File: src/rtl/alu_pkg.sv
// Shared ALU datapath definitions: FSM state encoding, slice width and
// the index-width helper used by the byte-serial adder.
package alu_pkg;

  localparam int SLICE_W = 8;

  typedef enum logic [1:0] {
    BSA_IDLE,
    BSA_RUN,
    BSA_DONE
  } bsa_state_t;

  // Bits needed to index 'value' items (minimum 1 for value <= 2).
  function automatic int clog2(input int value);
    int bits;
    int rem;
    bits = 0;
    rem  = value - 1;
    while (rem > 0) begin
      bits++;
      rem = rem >> 1;
    end
    if (bits == 0) bits = 1;
    return bits;
  endfunction

endpackage

File: src/rtl/eightbitfastadder.sv
// 8-bit carry-lookahead adder slice. Purely combinational; each carry is
// formed directly from generate/propagate terms rather than rippled.
module eightbitfastadder (
  input  logic [7:0] a,
  input  logic [7:0] b,
  input  logic       cin,
  output logic [7:0] sum,
  output logic       cout
);

  logic [7:0] gen;
  logic [7:0] prop;

  assign gen  = a & b;
  assign prop = a ^ b;

  // Carry into bit 'pos': OR of every generate term that can propagate up to
  // 'pos', plus the incoming carry when the whole lower run propagates.
  function automatic logic carry_into(input int pos, input logic [7:0] g,
                                      input logic [7:0] p, input logic c0);
    logic c_acc;
    logic p_run;
    c_acc = 1'b0;
    p_run = 1'b1;
    for (int j = pos - 1; j >= 0; j--) begin
      c_acc = c_acc | (p_run & g[j]);
      p_run = p_run & p[j];
    end
    return c_acc | (p_run & c0);
  endfunction

  // Sum bits and carry-out from the lookahead carries.
  always_comb begin
    // NOTE: every output of a combinational block gets a default first so no
    // path leaves it unassigned, which would otherwise infer a latch.
    sum  = '0;
    cout = carry_into(8, gen, prop, cin);
    for (int i = 0; i < 8; i++) begin
      sum[i] = prop[i] ^ carry_into(i, gen, prop, cin);
    end
  end

endmodule

File: src/rtl/byte_serial_adder.sv
// Multi-cycle WIDTH-bit adder: latches both operands, pushes one byte per
// cycle (LSB first) through a single 8-bit lookahead slice, carries between
// bytes in a register and reports carry/overflow/zero/negative flags.
// Optional subtract support is compiled in with BYTE_SERIAL_SUB_EN.
module byte_serial_adder
  import alu_pkg::*;
#(
  parameter int WIDTH = 32
) (
  input  logic             clk,
  input  logic             reset,
  input  logic             start,
  input  logic             sub,
  input  logic [WIDTH-1:0] a,
  input  logic [WIDTH-1:0] b,
  output logic             busy,
  output logic             done,
  output logic [WIDTH-1:0] result,
  output logic             carry,
  output logic             overflow,
  output logic             zero,
  output logic             negative
);

  localparam int N     = WIDTH / SLICE_W;
  localparam int IDX_W = clog2(N);
  localparam logic [IDX_W-1:0] IDX_LAST = IDX_W'(N - 1);

  bsa_state_t       state_q, state_d;
  logic [IDX_W-1:0] idx_q, idx_d;
  logic             cin_q, cin_d;
  logic [WIDTH-1:0] a_q, a_d;
  logic [WIDTH-1:0] b_q, b_d;
  logic [WIDTH-1:0] result_q, result_d;
  logic             carry_q, carry_d;
  logic             overflow_q, overflow_d;
  logic             zero_q, zero_d;
  logic             negative_q, negative_d;

  logic [WIDTH-1:0] b_load;
  logic             cin_load;
  logic [7:0]       slice_sum;
  logic             slice_cout;

`ifdef BYTE_SERIAL_SUB_EN
  // Subtract as a + ~b + 1: invert b when latching and seed the carry with 1.
  assign b_load   = sub ? ~b : b;
  assign cin_load = sub;
`else
  logic unused_sub;
  assign unused_sub = sub;
  assign b_load     = b;
  assign cin_load   = 1'b0;
`endif

  eightbitfastadder u_slice (
    .a    (a_q[idx_q*SLICE_W +: SLICE_W]),
    .b    (b_q[idx_q*SLICE_W +: SLICE_W]),
    .cin  (cin_q),
    .sum  (slice_sum),
    .cout (slice_cout)
  );

  // Next-state, operand latch, byte write-back and flag computation.
  always_comb begin
    state_d    = state_q;
    idx_d      = idx_q;
    cin_d      = cin_q;
    a_d        = a_q;
    b_d        = b_q;
    result_d   = result_q;
    carry_d    = carry_q;
    overflow_d = overflow_q;
    zero_d     = zero_q;
    negative_d = negative_q;
    case (state_q)
      BSA_IDLE, BSA_DONE: begin
        if (start) begin
          state_d = BSA_RUN;
          a_d     = a;
          b_d     = b_load;
          idx_d   = '0;
          cin_d   = cin_load;
        end else begin
          state_d = BSA_IDLE;
        end
      end
      BSA_RUN: begin
        result_d[idx_q*SLICE_W +: SLICE_W] = slice_sum;
        cin_d = slice_cout;
        if (idx_q == IDX_LAST) begin
          // Index is held at its last value; it is re-zeroed on the next accept.
          state_d    = BSA_DONE;
          carry_d    = slice_cout;
          overflow_d = (a_q[WIDTH-1] == b_q[WIDTH-1]) &&
                       (result_d[WIDTH-1] != a_q[WIDTH-1]);
          zero_d     = (result_d == '0);
          negative_d = result_d[WIDTH-1];
        end else begin
          idx_d = idx_q + IDX_W'(1);
        end
      end
      default: state_d = BSA_IDLE;
    endcase
  end

  // State, datapath and flag registers; reset aborts any operation in flight.
  always_ff @(posedge clk or posedge reset) begin
    if (reset) begin
      state_q    <= BSA_IDLE;
      idx_q      <= '0;
      cin_q      <= 1'b0;
      a_q        <= '0;
      b_q        <= '0;
      result_q   <= '0;
      carry_q    <= 1'b0;
      overflow_q <= 1'b0;
      zero_q     <= 1'b0;
      negative_q <= 1'b0;
    end else begin
      // NOTE: non-blocking assignments here so every register samples the
      // pre-edge values; blocking would make results depend on statement order.
      state_q    <= state_d;
      idx_q      <= idx_d;
      cin_q      <= cin_d;
      a_q        <= a_d;
      b_q        <= b_d;
      result_q   <= result_d;
      carry_q    <= carry_d;
      overflow_q <= overflow_d;
      zero_q     <= zero_d;
      negative_q <= negative_d;
    end
  end

  assign busy     = (state_q == BSA_RUN);
  assign done     = (state_q == BSA_DONE);
  assign result   = result_q;
  assign carry    = carry_q;
  assign overflow = overflow_q;
  assign zero     = zero_q;
  assign negative = negative_q;

endmodule

File: config.mk
export PLATFORM = sky130hd
export DESIGN_NAME = byte_serial_adder
export DESIGN_NICKNAME = d
export VERILOG_FILES = /design/src/rtl/alu_pkg.sv /design/src/rtl/eightbitfastadder.sv /design/src/rtl/byte_serial_adder.sv
export SDC_FILE = /design/constraint.sdc
export NUM_CORES = 1
export LEC_CHECK = 0
export BUFFER_PORTS_ARGS = -buffer_cell sky130_fd_sc_hd__buf_2
export CORE_MARGIN = 2
export CORE_UTILIZATION = 50
export CTS_CLUSTER_SIZE = 8
export DETAILED_ROUTE_END_ITERATION = 10
export GPL_TIMING_DRIVEN = 0
export PLACE_DENSITY = 0.74
export SLEW_MARGIN = 20
export SYNTH_ARGS = -nofsm -noshare
export SYNTH_HDL_FRONTEND = slang
export SYNTH_SLANG_ARGS = --single-unit
File: constraint.sdc
create_clock -name clk -period 9.57 [get_ports clk]
set_clock_uncertainty 0.1 [all_clocks]
set_input_delay 1.914 -clock clk [delete_from_list [all_inputs] [get_ports clk]]
set_output_delay 1.914 -clock clk [all_outputs]
set_load 0.01 [all_outputs]
==> results by group <==
Run status
  • Status: completed

Synth
  • Post-synthesis xor/xnor area fraction: 0.00342
  • Yosys warning total: 0
  • Synth top area cells: dfrtp_1 (51%), nand2_1 (16%), mux4_2 (7.0%), ha_1 (3.7%), o21ai_0 (2.9%)
  • Most instantiated cells after synthesis: nand2_1 (222), dfrtp_1 (105), o21ai_0 (30)
  • Sequential fraction of the synthesis area: 0.513
  • Mapped cell area: between 0.005 and 0.006 sq mm
  • Synth Instances: 538
  • Post-synth top area cell: dfrtp_1
  • Ys flop type: dfrtp_1
  • Synthesized Nets: ~620
  • Yosys cell types: 56
  • Yosys reg bits: 105
  • Post-synth EDFFs: 0
  • Avg Cell Area, Syn: roughly 9.5 sq um
  • Largest family of logic cells by synthesized area: simple AND/OR/NAND/NOR gates
  • Simple-Gate Fraction of Synth Area: 0.235
  • Yosys top cell area share: 0.513
  • Most common cell in the synthesized netlist: nand2_1
  • Post-synthesis mux area share: 0.0762
  • Compound-gate portion of the synthesized area: 0.110
  • Adder-cell share of the synthesized area: 0.0405
  • Post-synth ARST share: 1.00

Layout
  • Fin nets: roughly 740
  • Filler cells: 860
  • Sequential cell area: 0.00263 sq mm
  • Syn-to-layout area delta: 18.3%
  • Multi-input gate area: approximately 0.0024 sq mm
  • Share of layout cells above drive strength 1: 0.231
  • N_diodes: 0

Critical path
  • Crit-path cells: buf_2 -> buf_1 -> mux4_2 -> ha_1 -> and2_1 -> a22o_1 -> a2111oi_1 -> nor2_1 -> a22o_1
  • Delay-heaviest family, CP: compound AO/OA/AOI/OAI gates
  • Crit path DAT: slightly above 4 ns
  • Crit Path Category: flop to flop
  • Worst setup EP type: flop
  • Worst-path fanout max: 10
  • Crit path top cell by count: a22o_1
  • Critical Path RT: a little under 10 ns
  • WP buf/inv: 2
  • Delay of the slowest critical-path stage: 0.64 ns
  • Worst path slowest cell: mux4_2
  • Worst Setup Start Kind: flop

Global routing
  • Initial antenna violation count: 0
  • GRT Util Overall: 0.252
  • Largest net degree at the start of global routing: 60
  • First-pass GRT wire length: 22200 um
  • Global route overflow: 0
  • Vias in the first global route: between 4000 and 5000

Die
  • Initial cell density of the core: 0.519
  • Die Y: approximately 110 um
  • Die X: 105 um
  • Core box area: between 0.009 and 0.01 sq mm
  • DIE AREA: around 0.011 sq mm
  • Row cnt: 36
  • Num ports: ~110

Route
  • First drt pass iteration count: 5
  • Routed vias/inst: between 5 and 6
  • Drc violations: 0
  • Vias: 4424
  • Remaining antenna violation count after routing: 0
  • Final wirelength: 12900 um
  • Starting DRT DRC Count: between 200 and 250
  • WL/cell: approximately 16 um

Clocking
  • Clock Path Buffers: 2
  • Num CTS Buffers: 9
  • CTS sink count: approximately 110
  • CTS tree: yes
  • Setup repair bufs after CTS: 0
  • Worst-skew pair later-pin latency: roughly 0.38 ns
  • CTS clk-pin slew, worst paths: 0.10 ns
  • CTS resizes: 0
  • Post-CTS Hold Fix Bufs: 0
  • H-tree depth: 3
  • CTS Root Buffer Type: clkbuf_8

Placement
  • GPL Wtd Cong: between 0.9 and 1
  • IO Port Bufs: 104
  • DP HPWL: ~9600 um

Flow run
  • Max-cap violation count: 0

Power and ir drop
  • Overall Power: 2.46 mW
  • Leak: ~3.1 nW
  • Power Density: roughly 410 mW/mm^2
  • Max rail drop VDD: around 170 uV

Timing
  • Fmax: around 260 MHz
  • Worst hold slack: around 0.38 ns
  • Final hold violations: 0
  • Max-slew violations: 0
  • Setup TNS: 0 ns
  • RSZ-0062 raised after global routing: false
  • Final period utilization: 0.409
  • Final setup vio count: 0
  • Slew headroom: 0.489
  • Final min period: around 4 ns
  • Worst slew pin tran: 0.767 ns

Min path
  • Hold crit path type: flop to flop
[kinds of logic (layout without fill, tap and decap cells)]
family / Yosys count / count (layout)
buffers and inverters: 30 / 151
XOR/XNOR: 2 / 2
AND/OR/NAND/NOR: 284 / 284
AO/OA/AOI/OAI: 82 / 82
multiplexers: 19 / 19
flip-flops: 105 / 105
adder cells (fa/ha/maj): 16 / 16
[metal layers]
layer,track usage,vias up,part of all wire
met5,0,-,0
met4,0.0886,0,0.019
met3,0.0470,19,0.065
met2,0.422,165,0.50
met1,0.328,2165,0.42
li1,-,2075,-
[final timing paths]
path                           from         end  slack [ns]  depth (start not counted)
setup reg to reg           idx_q[0]  result[30]        5.65                          9
max in group asynchronous     reset      b_q[8]        7.26                          3
min in group asynchronous     reset      a_q[0]        1.49                          2
hold reg to reg             a_q[28]     a_q[28]        0.38                          2
hold / removal              a_q[28]     a_q[28]        0.38                          2
setup / recovery           idx_q[0]  result[30]        5.65                          9
[cell type report]
class | instances | share of cell area
clock buffers | 11 | 0.0233
repair buffers | 105 | 0.0904
inverters | 6 | 0.00454
plain buffers | 24 | 0.0153
flip-flops and latches | 105 | 0.433
multi-input cells | 403 | 0.393
clock inverters | 5 | 0.0130
well taps | 133 | 0.0274
[cell usage in the layout (no fill, tap or decap), drive strengths merged, types with 7 or more instances in the layout]
cell type	n
a22o	13
nor4	7
clkbuf	24
nand2	223
nor2	12
o21ai	30
buf	116
a21oi	11
ha	15
mux4	16
dfrtp	105
[registers in the layout, indices dropped and copies added, names as in the netlist, 2 cells and up]
name,cells
idx_q,2
result,32
b_q,32
state_q,2
a_q,32
[worst register-to-register path, cell delays in order, from the launching register on]
cell       delay, ns
dfrtp_1         0.41
buf_2           0.22
buf_1           0.61
mux4_2          0.65
ha_1            0.41
and2_1          0.18
a22o_1          0.21
a2111oi_1       0.53
nor2_1          0.24
a22o_1          0.26
[stage by stage]
step,instance area (sq um),std cells,setup WS (ns),utilization
global placement,5810,775,3.68,0.589
CTS,6060,792,5.62,0.615
finish,6060,792,5.65,0.615
detailed placement,5840,776,5.64,0.592
floorplan,5120,538,4.80,-
global route,6060,792,5.33,0.615
[power by group]
group / leakage [nW] / total, mW / switching, mW / internal (mW)
combinational: 1.68 / 1.40 / 0.845 / 0.553
sequential: 1.35 / 0.755 / 0.121 / 0.634
clock: 0.113 / 0.304 / 0.150 / 0.154
No activity file was read; power rests on OpenSTA's default activity.
